$ cat config.mk
export PLATFORM = sky130hd
export DESIGN_NAME = rsa_pipeline_top
export DESIGN_NICKNAME = d
export VERILOG_FILES = /design/src/rtl/rsa_pkg.sv /design/src/rtl/rsa_modmul.sv /design/src/rtl/rsa_pipeline_top.sv
export SDC_FILE = /design/constraint.sdc
export NUM_CORES = 1
export LEC_CHECK = 0
export CAP_MARGIN = 30
export CORE_ASPECT_RATIO = 0.9
export CORE_MARGIN = 2
export CORE_UTILIZATION = 30
export CTS_CLUSTER_DIAMETER = 120
export DETAILED_ROUTE_END_ITERATION = 6
export PLACE_DENSITY = 0.51
export SLEW_MARGIN = 15
export SYNTH_ARGS = -nofsm -noshare
export SYNTH_HDL_FRONTEND = slang
export SYNTH_SLANG_ARGS = --single-unit
$ cat constraint.sdc
create_clock -name clk_FPGA -period 12.9 [get_ports clk_FPGA]
set_input_delay 2.58 -clock clk_FPGA [delete_from_list [all_inputs] [get_ports clk_FPGA]]
set_output_delay 2.58 -clock clk_FPGA [all_outputs]
set_load 0.1 [all_outputs]
$ cat src/rtl/rsa_pkg.sv
// Shared types and default constants for the RSA byte-stream engine.
package rsa_pkg;

  typedef logic [7:0]  byte_t;
  typedef logic [15:0] prod_t;

  typedef enum logic [2:0] {
    ST_IDLE,
    ST_LOAD,
    ST_SQR,
    ST_MUL,
    ST_STORE,
    ST_SEND_HI,
    ST_SEND_LO,
    ST_DONE
  } state_t;

  localparam int DEF_MOD_N = 253;
  localparam int DEF_EXP_E = 7;
  localparam int DEF_EXP_D = 63;

endpackage

$ cat src/rtl/rsa_modmul.sv
// Combinational modular multiply: y = (a * b) mod MOD_N on a 16-bit product.
module rsa_modmul
  import rsa_pkg::*;
#(
  parameter int MOD_N = DEF_MOD_N
) (
  input  byte_t a,
  input  byte_t b,
  output byte_t y
);

  prod_t prod;

  assign prod = prod_t'(a) * prod_t'(b);
  assign y    = byte_t'(prod % prod_t'(MOD_N));

endmodule

$ cat src/rtl/rsa_pipeline_top.sv
// RSA byte-stream engine: square-and-multiply over an on-chip message, then streams results.
// Optional build macro RSA_DECRYPT_EN selects the private exponent EXP_D instead of EXP_E.
module rsa_pipeline_top
  import rsa_pkg::*;
#(
  parameter int N_BYTES = 16,
  parameter int MOD_N   = DEF_MOD_N,
  parameter int EXP_E   = DEF_EXP_E,
  parameter int EXP_D   = DEF_EXP_D
) (
  input  logic       clk_FPGA,
  input  logic       reset,
  input  logic       start,
  output logic       FlagZero,
  output logic       EndFlag,
  output logic       COMFlag,
  output logic       clk_out,
  output logic [7:0] ReadDataOut
);

  localparam int KW = (N_BYTES > 1) ? $clog2(N_BYTES) : 1;
`ifdef RSA_DECRYPT_EN
  localparam bit DECRYPT = 1'b1;
`else
  localparam bit DECRYPT = 1'b0;
`endif
  localparam byte_t EXP  = DECRYPT ? byte_t'(EXP_D) : byte_t'(EXP_E);
  localparam logic [KW-1:0] K_LAST = KW'(N_BYTES - 1);

  state_t        state_q, state_d;
  logic [KW-1:0] k_q, k_d;
  logic [2:0]    i_q, i_d;
  byte_t         r_q, r_d, m_q, m_d;
  logic          flag_zero_q, flag_zero_d;
  logic          end_q, end_d;
  logic          com_q, com_d;
  logic          clk_out_q, clk_out_d;
  byte_t         rd_q, rd_d;
  logic          ram_we;
  byte_t         ram_q [N_BYTES];
  byte_t         mm_b, mm_y;

  // One shared multiplier: SQR squares r, MUL multiplies r by the message byte.
  assign mm_b = (state_q == ST_SQR) ? r_q : m_q;

  rsa_modmul #(.MOD_N(MOD_N)) u_modmul (
    .a (r_q),
    .b (mm_b),
    .y (mm_y)
  );

  always_comb begin
    state_d     = state_q;
    k_d         = k_q;
    i_d         = i_q;
    r_d         = r_q;
    m_d         = m_q;
    flag_zero_d = flag_zero_q;
    end_d       = end_q;
    com_d       = com_q;
    clk_out_d   = clk_out_q;
    rd_d        = rd_q;
    ram_we      = 1'b0;
    case (state_q)
      ST_IDLE: begin
        if (start) begin
          k_d     = '0;
          state_d = ST_LOAD;
        end
      end
      ST_LOAD: begin
        m_d     = byte_t'(prod_t'(k_q) % prod_t'(MOD_N));
        r_d     = 8'd1;
        i_d     = 3'd7;
        state_d = ST_SQR;
      end
      ST_SQR: begin
        r_d     = mm_y;
        state_d = ST_MUL;
      end
      ST_MUL: begin
        if (EXP[i_q]) r_d = mm_y;
        if (i_q == 3'd0) begin
          state_d = ST_STORE;
        end else begin
          i_d     = i_q - 3'd1;
          state_d = ST_SQR;
        end
      end
      ST_STORE: begin
        ram_we      = 1'b1;
        flag_zero_d = (r_q == 8'd0);
        if (k_q == K_LAST) begin
          k_d     = '0;
          state_d = ST_SEND_HI;
        end else begin
          k_d     = k_q + 1'b1;
          state_d = ST_LOAD;
        end
      end
      ST_SEND_HI: begin
        com_d     = 1'b1;
        clk_out_d = 1'b1;
        rd_d      = ram_q[k_q];
        state_d   = ST_SEND_LO;
      end
      ST_SEND_LO: begin
        clk_out_d = 1'b0;
        if (k_q == K_LAST) begin
          state_d = ST_DONE;
        end else begin
          k_d     = k_q + 1'b1;
          state_d = ST_SEND_HI;
        end
      end
      ST_DONE: begin
        end_d = 1'b1;
        com_d = 1'b0;
      end
      default: state_d = ST_IDLE;
    endcase
  end

  always_ff @(posedge clk_FPGA or negedge reset) begin
    if (!reset) begin
      state_q     <= ST_IDLE;
      k_q         <= '0;
      i_q         <= 3'd0;
      flag_zero_q <= 1'b0;
      end_q       <= 1'b0;
      com_q       <= 1'b0;
      clk_out_q   <= 1'b0;
      rd_q        <= 8'd0;
    end else begin
      state_q     <= state_d;
      k_q         <= k_d;
      i_q         <= i_d;
      flag_zero_q <= flag_zero_d;
      end_q       <= end_d;
      com_q       <= com_d;
      clk_out_q   <= clk_out_d;
      rd_q        <= rd_d;
    end
  end

  // Working operands and result RAM carry no reset; LOAD and STORE always overwrite them before use.
  always_ff @(posedge clk_FPGA) begin
    r_q <= r_d;
    m_q <= m_d;
    if (ram_we) ram_q[k_q] <= r_q;
  end

  assign FlagZero    = flag_zero_q;
  assign EndFlag     = end_q;
  assign COMFlag     = com_q;
  assign clk_out     = clk_out_q;
  assign ReadDataOut = rd_q;

endmodule

Word-level counts from Yosys, hierarchy flattened

Memories as Yosys holds them, arrays and structs flattened. A register that Yosys moved wholly into a read port is not among the register bits.
Cells that the tools add are included.

Register bits: 30
Memory bits (writable): 128
ROM bits: 8
Output and inout port bits: 12
Logic and storage cells: 63
Memories kept: 2

Memories:

| memory           | depth | bits a word | read ports | clocked after memory_dff | write ports | line                   | text |
|---|---|---|---|---|---|---|---|
| ram_q            | 16    | 8           | 1          | 1                        | 1           | rsa_pipeline_top.sv:40 | `byte_t ram_q [N_BYTES];` |
| (name not given) | 8     | 1           | 1          | 0                        | 0           | rsa_pipeline_top.sv:82 | `if (EXP[i_q]) r_d = mm_y;` |

Add/subtract/negate cells: 2
$mul: 1
Divide/modulo/power cells: 2
$lt $le $gt $ge: 1
Eq/ne operators: 12
Multiplexer cells: 20
Reductions and logical operators: 14

Operator list:

| cell                                                | count |
|---|---|
| one-hot mux 8 bit (3 select lines)                  | 1 |
| one-hot mux 3 bit (7 select lines)                  | 1 |
| modulo 16 x 8 -> 16 bit, second input constant      | 1 |
| modulo 4 x 8 -> 16 bit, second input constant       | 1 |
| multiplier 8 x 8 -> 16 bit                          | 1 |
| two-way mux 8 bit                                   | 2 |
| equality test 3 bit, second input constant          | 4 |
| two-way mux 3 bit                                   | 4 |
| two-way mux 4 bit                                   | 3 |
| one-hot mux 4 bit (3 select lines)                  | 1 |
| logical NOT 8 bit                                   | 1 |
| != test 2 bit, second input constant                | 4 |
| nonzero test 7 bit                                  | 1 |
| equality test 3 x 2 -> 1 bit, second input constant | 2 |
| logical NOT 3 bit                                   | 2 |
| one-hot mux 3 bit (2 select lines)                  | 1 |
| AND reduction 2 bit                                 | 3 |
| nonzero test 2 bit                                  | 3 |
| nonzero test 3 bit                                  | 2 |
| adder 4 x 1 -> 4 bit, second input constant         | 1 |
| equality test 4 bit, second input constant          | 1 |
| < comparator 3 x 4 -> 1 bit, second input constant  | 1 |
| two-way mux 1 bit                                   | 4 |
| one-hot mux 1 bit (2 select lines)                  | 2 |
| other kinds (5)                                     | 5 |

Logic depth before layout (Yosys ltp)

Gate-level depths: netlist (run 1).

Word-level depth: 6
Gate-level depth with buffers: 55

By module

Synthesis (run 1) repeated with hierarchy kept, for this count alone.

Cell total of the unflattened synthesis: 1,076
Area total of the unflattened synthesis: 11,930.2 µm²

Modules (own cells, without submodules):

| module           | instances | cells an instance | area an instance (µm²) |
|---|---|---|---|
| rsa_pipeline_top | 1         | 398               | 6,663.9 |
| rsa_modmul       | 1         | 678               | 5,266.3 |

Worst setup path after synthesis (run 1)

No wires, ideal clock.

Path type: register to register
Start: register state_q[2]
End: register r_q[3], data pin
Arrival time: 12,625 ps
Data required time: 12,754 ps
Slack: 129 ps
Stages on the path, launching flop included: 52
Path buffers: 4
Period minus slack after synthesis: 12,771 ps
Cells stage by stage: dfrtp_1 clkbuf_1 nand2b_1 clkbuf_1 nor2_1 clkbuf_1 mux2i_1 nand2b_1 fa_1 fa_1 inv_1 fa_1 inv_1 fa_1 inv_1 ha_1 a21oi_2 o21ai_4 [... 16 more ...] a211oi_4 a21oi_4 xnor2_2 inv_1 ha_1 nand4b_1 mux2i_1 o41ai_1 a22o_2 a211oi_1 nand2b_4 nor2_1 xnor2_1 ha_1 nor2b_1 o41a_1 or3_1 a21oi_1

Longest elaborated chain between the ends: 6

Ends and longest elaborated chain:

| item                                 | line                                           | text |
|---|---|---|
| start: declaration                   | rsa_pipeline_top.sv:30                         | `state_t state_q, state_d;` |
| start signal: assignment             | rsa_pipeline_top.sv:135                        | `state_q <= state_d;` |
| equality test 3 x 2 -> 1 bit         | rsa_pipeline_top.sv:44, rsa_pipeline_top.sv:64 |  |
| two-way mux 8 bit                    | rsa_pipeline_top.sv:44                         | `assign mm_b = (state_q == ST_SQR) ? r_q : m_q;` |
| multiplier 8 x 8 -> 16 bit           | rsa_modmul.sv:14                               | `assign prod = prod_t'(a) * prod_t'(b);` |
| modulo 16 x 8 -> 16 bit              | rsa_modmul.sv:15                               | `assign y = byte_t'(prod % prod_t'(MOD_N));` |
| two-way mux 8 bit                    | rsa_pipeline_top.sv:82                         |  |
| one-hot mux 8 bit (3 select lines) * | rsa_pipeline_top.sv:64                         | `case (state_q)` |
| end signal: assignment               | rsa_pipeline_top.sv:148                        | `r_q <= r_d;` |
| end: declaration                     | rsa_pipeline_top.sv:33                         | `byte_t r_q, r_d, m_q, m_d;` |

Every way passes the cells marked *; elsewhere a longest branch is shown, timed or not. The select of a mux whose other input is x is not followed.
A chain may end at the register's enable or synchronous reset.

Worst setup path after layout (run 1)

Start: register state_q[2]
End: register r_q[4], data pin

Same word-level chain as after synthesis.

==> results.cfg, run 1 <==
[critical_path]
worst_r2r_path_depth = 52
slowest_delay_ns = 0.53
cp_num_buf_inv = 9
worstSetupPathDepth = 52
cpLargestDelayFamily = compound AO/OA/AOI/OAI gates
worstSetupPathType = register to register
cp_slowest_cell = fa_1
arrival_ns = 12.64
critPathRequiredTime_ns = 13.17
crit_path_end_kind = register
cp_max_fo = 9
cp-start-kind = register

[yosys]
ys_top_cells_by_count = edfxtp_1, nand2_1, inv_1
ys.flop_type = edfxtp_1
synth_area_leaders = edfxtp_1, mux4_2, fa_1
netlist_area_sq_um = 12200
ys_async_sr_fraction = 0.136
synth_top_area_frac = 0.344
synth_cell_types = 107
synth_seq_cells = 162
avgSynthCellArea_sq_um = 11.2
ys_seq_area_frac = 0.390
synth_edf_count = 140
syn_nets = 1171
netlist_instances = 1085
yosys.area.top_type = edfxtp_1
yosys_warnings = 0
yosysMostFrequentCell = edfxtp_1

[sta]
period_share = 0.959
setup_viol = 0
relSlewSlack = 0.340
tns_ns = 0
fmax_mhz = 80.8
clock_skew_ns = 0.00992
finalWorstSetupSlack_ns = 0.526
drv_slew = 0
hold_viol_final = 0
tightest_slew_ns = 0.987
post-route-min-period_ns = 12.37

[global_routing]
overflow = 0
grt.total_usage = 0.144
grt_antenna_before_repair = 0
grt_pass1_wl_mm = 49.1
grt_pass1_vias = 9106
grt_max_degree = 38

[place]
place_ws_ns = -0.229
io_buffer_count = 14
dp_hpwl_mm = 22.2
gp_congestion = 0.869

[detailed_routing]
routed_via_density = 5.32
routed_wl_mm = 30.5
wire_per_inst_um = 17.8
drt-initial-drc-count = 737
vias = 9114
antenna_left = 0
drc = 0
firstDrtPassIters = 5

[floorplanning]
start_util = 0.302
die_area_sq_um = 42300
design.core.area_sq_um = 40400
boundaryPins = 15
std_cell_rows = 70
die_height_um = 195
die_w_um = 217

[run]
maxCapViolCount = 0

[worst_hold_path]
min_path_type = register to register
holdPathStages = 1

[clock_network]
cts_sinks = 162
cts_buffers = 17
cts_tree = yes
htreeDepth = 4
clkTransAtPathRegs_ns = 0.06
clk_latency_ns = 0.42
cts_root_buf = clkbuf_16
holdBufCountCts = 0
clk_path_buf_depth = 2

[status]
status = completed

[final_layout]
fin_nets = 1247
syn2layout_area_growth_pct = 17.3
layout-drive-gt1-share = 0.230
n_fill_cell = 3985
diodes = 0
==> flip-flops by register name, summed over array words and instances (netlist names), 3 cells and up <==
register,count
ReadDataOut,8
i_q,3
k_q,4
m_q,4
r_q,8
ram_q,128
state_q,3
==> stage by stage <==
step	cells	cell area (sq um)	utilization	hold WS, ns
4_1_cts	1696	13900	0.345	0.506
3_3_place_gp	1655	13300	0.329	0.472
3_5_place_dp	1656	13300	0.329	0.488
2_1_floorplan	1085	12200	-	0.423
6_report	1714	14300	0.355	0.492
5_1_grt	1714	14300	0.355	0.515
==> logic make-up (layout without fill, tap and decap cells) <==
family	after synthesis	count (layout)	synth area share
AND/OR/NAND/NOR	353	353	0.153
buffers and inverters	113	202	0.0382
AO/OA/AOI/OAI	275	275	0.186
adder cells (fa/ha/maj)	84	84	0.108
flip-flops	162	162	0.390
XOR/XNOR	31	31	0.0278
multiplexers	67	67	0.0974
==> layout by cell type (no fill, tap or decap), types with 13 or more instances in the layout <==
| cell type | synthesis | layout |
|---|---|---|
| edfxtp_1 | 140 | 140 |
| buf_4 | 4 | 86 |
| nand2_1 | 73 | 72 |
| inv_1 | 64 | 64 |
| nor2_1 | 60 | 58 |
| a21oi_1 | 44 | 43 |
| ha_1 | 47 | 41 |
| mux4_2 | 40 | 40 |
| nor3_1 | 38 | 36 |
| fa_1 | 36 | 36 |
| nor2b_1 | 30 | 30 |
| o21ai_0 | 30 | 29 |
| and2_1 | 27 | 24 |
| nand3_1 | 25 | 23 |
| and3_1 | 24 | 22 |
| dfrtp_1 | 22 | 21 |
| clkbuf_16 | 0 | 17 |
| xnor2_1 | 17 | 16 |
| clkdlybuf4s50_1 | 0 | 14 |
| a21o_1 | 13 | 13 |
| o21ai_1 | 13 | 13 |
==> worst reg2reg max path: cells and delay by family (launching register included) <==
family	cells	cell delay, ns
simple gates	12	2.44
mux	1	0.12
xor+xnor	2	0.33
flops	1	0.37
fa+ha+maj	7	2.80
buf+inv	9	1.19
compound gates	21	4.97
==> worst paths after layout <==
check                            endpoint        from  slack (ns)
setup / recovery                   r_q[4]  state_q[2]        0.53
hold / removal                    EndFlag     EndFlag        0.49
setup reg to reg                   r_q[4]  state_q[2]        0.53
hold reg to reg                   EndFlag     EndFlag        0.49
max in group asynchronous          k_q[0]       reset       10.09
min in group asynchronous  ReadDataOut[6]       reset        2.52
==> layer usage <==
metal  up-vias  wire, um  GRT usage
li1       4313         -          -
met1      4585     14700      0.204
met2       197     14600      0.238
met3        19      1020     0.0184
met4         0       196     0.0244
met5         -         0          0
==> cell type report <==
class	count	area (sq um)	area share
tap	540	676	0.0472
multi-input combinational	810	7260	0.507
timing repair buffer	105	845	0.0590
clock buffer	19	433	0.0302
clock inverter	13	109	0.00760
sequential	162	4760	0.332
inverter	65	244	0.0170
==> what timing repair did <==
action	in CTS	in global routing
gates resized for setup	10	45
setup buffers	8	17
cloned	0	1
setup endpoints to repair	6	8
pin swaps	8	19
Power of run 1 is left out: the tool's default activity adds up to more than one toggle a clock period on the data nets, which glitch-free logic cannot reach.
==> run 2, diff against run 1 <==
--- a/config.mk
+++ b/config.mk
@@ -9,8 +9,8 @@
 export CORE_ASPECT_RATIO = 0.9
 export CORE_MARGIN = 2
 export CORE_UTILIZATION = 30
-export CTS_CLUSTER_DIAMETER = 120
 export DETAILED_ROUTE_END_ITERATION = 6
+export GPL_TIMING_DRIVEN = 0
 export PLACE_DENSITY = 0.51
 export SLEW_MARGIN = 15
 export SYNTH_ARGS = -nofsm -noshare
==> run 2 against run 1 <==
Die area unchanged. Critical path depth down 1. Flip-flop and latch count unchanged. Hold slack worse by 0.0049 ns. Non-clock buffer count up 27. Sequential share of layout area down 0.84 points. Cell count up 1.5%. Maximum frequency down 0.35%. First-iteration DRC count down 33%. Register-to-register slack worse by 0.04 ns. Final area up 2.6%.
==> results.cfg, run 2 (synthesized netlist as in run 1, its figures left out) <==
[clock_network]
clk_latency_ns = 0.42
clk_path_buf_depth = 2
cts_tree = yes
cts_root_buf = clkbuf_16
cts_sinks = 162
holdBufCountCts = 0
cts_buffers = 17
htreeDepth = 4
clkTransAtPathRegs_ns = 0.06

[worst_hold_path]
min_path_type = register to register
holdPathStages = 0
hp-start = k_q[3]

[sta]
fmax_mhz = 80.5
hold_viol_final = 0
setup_viol = 0
clock_skew_ns = 0.00702
drv_slew = 0
tns_ns = 0
whs_ns = 0.487
relSlewSlack = 0.352
period_share = 0.963
tightest_slew_ns = 0.969
post-route-min-period_ns = 12.42
finalWorstSetupSlack_ns = 0.483

[floorplanning]
die_area_sq_um = 42300
die_height_um = 195
start_util = 0.302
die_w_um = 217
std_cell_rows = 70
design.core.area_sq_um = 40400
boundaryPins = 15

[critical_path]
r2r-start = state_q[2]
critPathRequiredTime_ns = 13.18
crit_start = state_q[2]
slowest_delay_ns = 0.55
critPathMostFrequentCell = fa_1
worst_r2r_path_depth = 51
crit_path_end_kind = register
arrival_ns = 12.70
cp-start-kind = register
cp_slowest_cell = fa_1
worstSetupPathType = register to register
cp_max_fo = 10

[detailed_routing]
drc = 0
wire_per_inst_um = 17.5
drt-initial-drc-count = 494
antenna_left = 0
firstDrtPassIters = 5
vias = 9132
routed_wl_mm = 30.5
routed_via_density = 5.25

[place]
dp_hpwl_mm = 22.0
post_dp_cell_area_sq_um = 13000
io_buffer_count = 14
place_ws_ns = -2.16
gp_congestion = 0.794

[final_layout]
diodes = 0
mostFrequentLayoutCell = edfxtp_1
register_area_sq_um = 4760
multi_input_area_sq_um = 7510
syn2layout_area_growth_pct = 20.4
final_area_sq_um = 14700
fin_nets = 1274
n_fill_cell = 4042
layout-drive-gt1-share = 0.240
regMostFlops = ram_q
final_cell_mix = edfxtp_1, nand2_1, buf_4, inv_1, nor2_1
largest_reg_flops = 128

[global_routing]
grt_pass1_wl_mm = 49.7
overflow = 0
grt_max_degree = 21
grt_pass1_vias = 9093
grt_antenna_before_repair = 0
grt.total_usage = 0.147

[status]
status = completed

[run]
maxCapViolCount = 0
[run 2: cell types whose count changed in the layout (fill, tap and decap cells not counted), moves of 4 or more]
cell      previous run  this run
clkbuf_1             2        27
buf_4               86        71
a21oi_2              2         8
a21oi_1             43        38
buf_1                0         5
xnor2_1             16        11
a211oi_2             6         2
a211oi_4             3         7
nor3_1              36        32
nor3_2               3         7
o21ai_1             13         9
xnor2_2              2         6
[run 2: area by class of cell]
| class | count | share of cell area |
|---|---|---|
| flip-flops and latches | 162 | 0.324 |
| well taps | 540 | 0.0460 |
| inverters | 65 | 0.0166 |
| clock buffers | 18 | 0.0292 |
| repair buffers | 87 | 0.0491 |
| multi-input cells | 810 | 0.511 |
| plain buffers | 45 | 0.0158 |
| clock inverters | 13 | 0.00818 |
[run 2: per-stage QoR]
| stage | utilization | cells |
|---|---|---|
| after floorplan | - | 1085 |
| after detailed placement | 0.323 | 1641 |
| after global placement | 0.322 | 1639 |
| after CTS | 0.347 | 1696 |
| after global routing | 0.364 | 1740 |
| final | 0.364 | 1740 |
[run 2: final timing paths]
path                             endpoint  slack [ns]
max                                r_q[3]        0.48
min                                m_q[3]        0.49
max reg2reg                        r_q[3]        0.48
min reg2reg                        m_q[3]        0.49
max in group asynchronous      state_q[2]        9.93
min in group asynchronous  ReadDataOut[0]        2.48
[run 2: metal layers]
metal	vias up	GRT usage	wire [um]
li1	4375	-	-
met1	4585	0.206	14500
met2	150	0.243	14900
met3	22	0.0151	811
met4	0	0.0337	320
met5	-	0	0
[run 2: repair_timing]
item,CTS,global route
cloned,0,1
pin swaps,18,36
gates resized for setup,46,57
setup endpoints to repair,8,8
setup buffers,26,42
[run 2: critical path: cells and delay by family, from the launching register on]
family                   cells  cell delay, ns
AO/OA/AOI/OAI               23            5.74
AND/OR/NAND/NOR              9            1.62
multiplexers                 2            0.42
buffers and inverters       10            1.35
XOR/XNOR                     1            0.15
flip-flops                   1            0.44
adder cells (fa/ha/maj)      6            2.56
Power of run 2 is left out for the same reason.
